==> src/rtl/epm3032_ym_bus_sequencer.sv <==
// Two-requester write sequencer for a pair of AY/YM PSGs: round-robin arbitration,
// then a fixed ADDR/GAP1/DATA/GAP2 bus cycle with HOLD_CYCLES clocks per phase.
module epm3032_ym_bus_sequencer #(
    parameter int HOLD_CYCLES = 4
) (
    input  logic       cpu_clock,
    input  logic       reset,
    input  logic       cpu_valid,
    output logic       cpu_ready,
    input  logic       cpu_chip,
    input  logic [3:0] cpu_reg,
    input  logic [7:0] cpu_data,
    input  logic       ply_valid,
    output logic       ply_ready,
    input  logic       ply_chip,
    input  logic [3:0] ply_reg,
    input  logic [7:0] ply_data,
    output logic       bdir,
    output logic       bc1,
    output logic [1:0] ym_sel_n,
    output logic [7:0] da_out,
    output logic       da_oe,
    output logic       busy
);

    typedef enum logic [2:0] {IDLE, ADDR, GAP1, DATA, GAP2} state_e;

    localparam logic [3:0] LOAD = 4'(HOLD_CYCLES - 1);

    state_e     state_q, state_d;
    logic [3:0] cnt_q, cnt_d;
    logic       chip_q, chip_d;
    logic [3:0] reg_q, reg_d;
    logic [7:0] data_q, data_d;
    logic       prefer_ply_q, prefer_ply_d;
    logic       grant_ply;
    logic       phase_done;

    always_ff @(posedge cpu_clock) begin
        if (reset) begin
            state_q      <= IDLE;
            cnt_q        <= 4'd0;
            chip_q       <= 1'b0;
            reg_q        <= 4'd0;
            data_q       <= 8'd0;
            prefer_ply_q <= 1'b0;
        end else begin
            state_q      <= state_d;
            cnt_q        <= cnt_d;
            chip_q       <= chip_d;
            reg_q        <= reg_d;
            data_q       <= data_d;
            prefer_ply_q <= prefer_ply_d;
        end
    end

    always_comb begin
        state_d      = state_q;
        cnt_d        = cnt_q;
        chip_d       = chip_q;
        reg_d        = reg_q;
        data_d       = data_q;
        prefer_ply_d = prefer_ply_q;
        grant_ply    = 1'b0;
        cpu_ready    = 1'b0;
        ply_ready    = 1'b0;
        bdir         = 1'b0;
        bc1          = 1'b0;
        da_out       = 8'd0;
        da_oe        = 1'b0;
        ym_sel_n     = 2'b11;
        busy         = 1'b1;
        phase_done   = (cnt_q == 4'd0);

        if (state_q != IDLE) begin
            ym_sel_n = chip_q ? 2'b01 : 2'b10;
            cnt_d    = phase_done ? LOAD : cnt_q - 4'd1;
        end

        case (state_q)
            IDLE: begin
                busy = 1'b0;
                // Ready is gated by reset so a request held through reset is not consumed.
                if (!reset && (cpu_valid || ply_valid)) begin
                    grant_ply    = ply_valid && (!cpu_valid || prefer_ply_q);
                    cpu_ready    = !grant_ply;
                    ply_ready    = grant_ply;
                    chip_d       = grant_ply ? ply_chip : cpu_chip;
                    reg_d        = grant_ply ? ply_reg  : cpu_reg;
                    data_d       = grant_ply ? ply_data : cpu_data;
                    prefer_ply_d = !grant_ply;
                    cnt_d        = LOAD;
                    state_d      = ADDR;
                end
            end
            ADDR: begin
                bdir   = 1'b1;
                bc1    = 1'b1;
                da_out = {4'b0000, reg_q};
                da_oe  = 1'b1;
                if (phase_done) state_d = GAP1;
            end
            GAP1: begin
                da_out = {4'b0000, reg_q};
                da_oe  = 1'b1;
                if (phase_done) state_d = DATA;
            end
            DATA: begin
                bdir   = 1'b1;
                da_out = data_q;
                da_oe  = 1'b1;
                if (phase_done) state_d = GAP2;
            end
            GAP2: begin
                da_out = data_q;
                if (phase_done) state_d = IDLE;
            end
            default: state_d = IDLE;
        endcase
    end

endmodule

==> config.mk <==
export PLATFORM = sky130hd
export DESIGN_NAME = epm3032_ym_bus_sequencer
export DESIGN_NICKNAME = d
export VERILOG_FILES = /design/src/rtl/epm3032_ym_bus_sequencer.sv
export SDC_FILE = /design/constraint.sdc
export NUM_CORES = 1
export LEC_CHECK = 0
export BUFFER_PORTS_ARGS = -buffer_cell sky130_fd_sc_hd__buf_2
export CORE_MARGIN = 2
export CORE_UTILIZATION = 35
export CTS_CLUSTER_SIZE = 30
export DETAILED_ROUTE_END_ITERATION = 6
export GPL_ROUTABILITY_DRIVEN = 0
export MAX_ROUTING_LAYER = met4
export PLACE_DENSITY = 0.68
export REMOVE_ABC_BUFFERS = 1
export SYNTH_ARGS = -nofsm -noshare
export SYNTH_HDL_FRONTEND = slang
export SYNTH_SLANG_ARGS = --single-unit
==> constraint.sdc <==
create_clock -name cpu_clock -period 1.3 [get_ports cpu_clock]
set_input_delay 0 -clock cpu_clock [delete_from_list [all_inputs] [get_ports cpu_clock]]
set_output_delay 0 -clock cpu_clock [all_outputs]
set_load 0.05 [all_outputs]
==> Word-level counts from Yosys, hierarchy flattened <==
Cells that the tools add are included.
{ "totals": {"inputBits": 30, "reg_bits": 21, "wordCells": 56, "output_inout_bits": 16} }
{ "classes": {"reduce_logical": 16, "eq_ne": 9, "addsub": 1, "mux": 24} }
{ "op_table": {"columns": ["op", "n"], "rows": [
  ["$mux 4", 5],
  ["$pmux 8 s2", 1],
  ["$mux 3", 5],
  ["$pmux 3 s5", 1],
  ["$ne 2x2->1 const B", 5],
  ["$mux 1", 9],
  ["$mux 8", 1],
  ["$eq 3x2->1 const B", 2],
  ["$reduce_or 2->1", 3],
  ["$reduce_and 5->1", 1],
  ["$logic_not 4->1", 1],
  ["$mux 2", 2],
  ["$sub 4x1->4 const B", 1],
  ["$eq 3x1->1 const B", 1],
  ["$eq 3x3->1 const B", 1],
  ["$logic_not 1->1", 3],
  ["$logic_not 3->1", 1],
  ["$reduce_bool 3->1", 1],
  ["$reduce_or 3->1", 1],
  ["$logic_and 1x1->1", 2],
  ["$logic_or 1x1->1", 2],
  ["$reduce_and 2->1", 1]
]} }

==> Depth between registers and ports, before layout <==
{ "depth": {"ltp_word": 6, "depth_mapped": 6, "mapped_depth_nobuf": 5} }

==> Least setup slack after synthesis <==
OpenSTA, ideal clock, no wires.
{ "synth_timing": {"path_kind": "flip-flop to output port", "startpoint": "reg state_q[0]", "endpoint": "out da_out[3]", "n_path_buf": 0, "setup_slack_ns": -0.686, "t_required_ns": 1.300, "t_arrival_ns": 1.986, "path_stages_with_launch": 4, "cell_sequence": "dfxtp_1 nor2b_1 a22o_1 a32o_1"} }
{ "synth_between": {"elab_chain_len": 3, "word_cells_on_any_way": 7, "classes_between": "eq/ne (4); mux (1); reduce/logical (2)"} }
{ "synth_rtl": {"columns": ["element", "line_no", "source"], "rows": [
  ["from (decl)", "30", "state_e state_q, state_d;"],
  ["from (signal assigned)", "48", "state_q <= state_d;"],
  ["$eq 3x3->1, or another cell as far along", "80", "case (state_q)"],
  ["$reduce_or 2->1 (no source line)", null, null],
  ["$pmux 8 s2 *", "80", null],
  ["to (decl)", "21", "output logic [7:0] da_out,"]
]} }
Mark *: on every way between the ends. The rest lies on a longest branch, timed or not.

==> Worst setup path after layout <==
Same ends and word-level chain as after synthesis.

==> summary.md <==
| Metric | Value |
|---|---|
| Cell count of the worst reg-to-reg path | 6 |
| Detailed Routing Iterations Pass 1 | 4 |
| CP Max Fanout | 7 |
| F_max | ~0.70 GHz |
| Ant. Diodes | 0 |
| CP arrival | 1.43 ns |
| Top cells by area, synth | dfxtp_1 (32%), a311oi_2 (9.0%), nand3b_1 (7.9%) |
| Initial antenna violation count | 0 |
| CTS root buffer | clkbuf_8 |
| Yosys reg bits | 21 |
| EDFF count, synth | 0 |
| Failing checks | negative setup slack |
| Most frequent cell after synthesis | dfxtp_1 |
| Syn_area_per_cell | 8.82 µm² |
| Worst Hold Class | in2reg |
| Later-pin clock latency in the skew report | between 0.2 and 0.3 ns |
| PortBufs | 45 |
| Post-placement cell area | between 1500 and 2000 µm² |
| Synthesized area | between 1000 and 1500 µm² |
| Worst Path Required | 1.30 ns |
| DIE AREA | roughly 4300 µm² |
| Dpl ws | -0.158 ns |
| HPWL after detailed placement | ~2.7 mm |
| Warnings, synthesis | 0 |
| Die width | roughly 66 µm |
| First-pass GRT wire length | 6.15 mm |
| Hold Crit Depth | 3 |
| Tmin final | roughly 1.4 ns |
| Post-synthesis sequential area ratio | 31.6% |
| Max_slew headroom | between 70% and 80% |
| Leakage | ~0.85 nW |
| Mapped Cells | 151 |
| Max Root-Sink Buffers | 2 |
| Placed instance count | approximately 250 |
| Final instance area | ~2100 µm² |
| Fill cells | approximately 340 |
| MaxCap Viol Count | 0 |
| Vias in the first global route | roughly 1300 |
| Tot GR Track Use | 18.8% |
| CTS Buf Count | 3 |
| Worst-path cell chain | nor2b_4 > a22o_4 > a32o_2 > buf_6 |
| Die Height | about 66 µm |
| Post-route ant nets | 0 |
| Crit end category | primary output |
| Worst vdd ir | around 0.00054 V |
| Num rows | 22 |
| RSZ-0062 raised after global routing | true |
| Post-synthesis cell type count | 37 |
| Largest net degree at the start of global routing | 23 |
| CTS H-Tree Depth | 1 |
| CP Class | reg2out |
| Worst path slowest cell | dfxtp_4 |
| Core box area | 3660 µm² |
| Status | complete, but fails checks |
| Fin util | between 50% and 60% |
| Routed WL per cell | ~15 µm |
| Final worst slack | -0.130 ns |
| Share of the synthesized area in the top cell type | between 30% and 40% |
| Post-Route Skew | 0.00375 ns |
| Drt drc | 0 |
| Total Negative Setup Slacks | -1.28 ns |
| Dominant cell type by area after synthesis | dfxtp_1 |
| Share of cells above drive strength 1 | a little under three fifths |
| Fin. max-slew vios | 0 |
| Vias per cell | around 5.6 |
| Clk sinks | 21 |
| First DRT Iteration DRCs | between 40 and 50 |
| I/O pin total | 46 |
| Synth top cells by count | dfxtp_1 (21), o21ai_0 (16), a31oi_1 (14), nand3b_1 (14), a311oi_2 (8) |
| Final Cycle Share | 110% |
| CTS clk-pin slew, worst paths | roughly 0.070 ns |
| Nets | ~250 |
| Hold-fix buffers, CTS | 0 |
| Routed vias | roughly 1500 |
| Final setup vio count | 17 |
| Area Growth Syn to Fin | 58.2% |
| Startpoint Class | flop |
| Final Hold Violating Endpoints | 0 |
| Initial Utilization | between 30 and 40% |
| Async SR Flop Fraction | 0% |
| Layout Cells excl Fill | between 200 and 300 |
| Ys flop type | dfxtp_1 |
| Power Density | between 1000 and 1500 nW/µm² |
| GR Overflow Total | 0 |
| CP max stage delay | ~0.40 ns |
| WL final | 3.92 mm |
| CTS tree | yes |
| Worst Tran Pin Value | between 0.4 and 0.5 ns |
==> cell families (layout without fill, tap and decap cells) <==
| family | Yosys count | after routing | share of synthesized area, % |
|---|---|---|---|
| buf+inv | 21 | 87 | 8.08 |
| flops | 21 | 21 | 31.6 |
| fa+ha+maj | 1 | 1 | 0.940 |
| mux | 3 | 3 | 2.26 |
| xor+xnor | 2 | 2 | 1.32 |
| compound gates | 55 | 55 | 32.2 |
| simple gates | 48 | 48 | 23.6 |
==> metal layers <==
layer	vias up	global-route usage, %	routed length (µm)
li1	713	-	-
met5	-	-	0
met4	0	4.17	24
met1	713	23.8	1750
met2	41	31.3	1990
met3	4	3.25	151
==> per-stage QoR <==
step	hold slack (ns)	power, W
floorplan	0.0679	0.00146
global placement	0.298	0.00183
detailed placement	0.302	0.00184
CTS	0.0245	0.00246
global route	0.0247	0.00280
finish	0.0209	0.00265
==> state kept, by name (all words and copies together) (netlist names) <==
| signal | flops |
|---|---|
| chip_q | 1 |
| cnt_q | 4 |
| data_q | 8 |
| prefer_ply_q | 1 |
| reg_q | 4 |
| state_q | 3 |
==> layout make-up <==
type	instances	area [µm²]	area share (%)
clock buffers	4	45.0	2.14
multi-input cells	109	931	44.2
inverters	6	23.8	1.13
flip-flops and latches	21	434	20.6
well taps	48	60.1	2.85
repair buffers	77	612	29.1
==> worst paths after layout <==
| check | slack [ns] | startpoint | to |
|---|---|---|---|
| worst max-delay path | -0.13 | state_q[0]$_SDFFE_PP0P_ | da_out[3] |
| worst min-delay path | 0.02 | cpu_data[3] | data_q[3]$_SDFFE_PP0P_ |
| worst max register to register | -0.11 | state_q[0]$_SDFFE_PP0P_ | cnt_q[2]$_SDFF_PP0_ |
| worst min register to register | 0.55 | cnt_q[0]$_SDFF_PP0_ | cnt_q[0]$_SDFF_PP0_ |
==> cell usage in the layout, fill, tap and decap left out, types with 2 or more instances in the layout <==
master and n:
inv_1 3, nor2_1 2, o21ai_1 3, o21ai_0 13
dfxtp_1 16, a32o_1 2, a31oi_1 14, mux2i_1 3
a211oi_1 2, a311oi_2 9, nor2b_2 2, inv_2 2
a22oi_1 2, nand3b_1 14, nor3_1 4, buf_8 5
buf_2 30, nand3_1 4, dfxtp_2 2, and2_1 3
and2_4 3, nor2_2 3, nor2b_1 3, buf_4 23
a311oi_1 4, clkbuf_8 3, dfxtp_4 3, buf_6 19
==> power by group <==
part / switching (W) / internal (W)
Clock: 0.000204 / 0.000218
Combinational: 0.000717 / 0.000680
Sequential: 0.0000970 / 0.000734
Total: 0.00102 / 0.00163
==> what timing repair did <==
item,CTS,global route
setup buffers,4,5
setup endpoints to repair,19,25
pin swaps,5,4
gates resized for setup,53,35
==> worst max-delay path: cells and delay by family (launching register included) <==
family | cells | cell delay, ns
AOI/OAI and AO/OA | 2 | 0.48
DFF | 1 | 0.40
buffers and inverters | 1 | 0.15
and+or+nand+nor | 1 | 0.14
No activity file was read; power rests on OpenSTA's default activity.
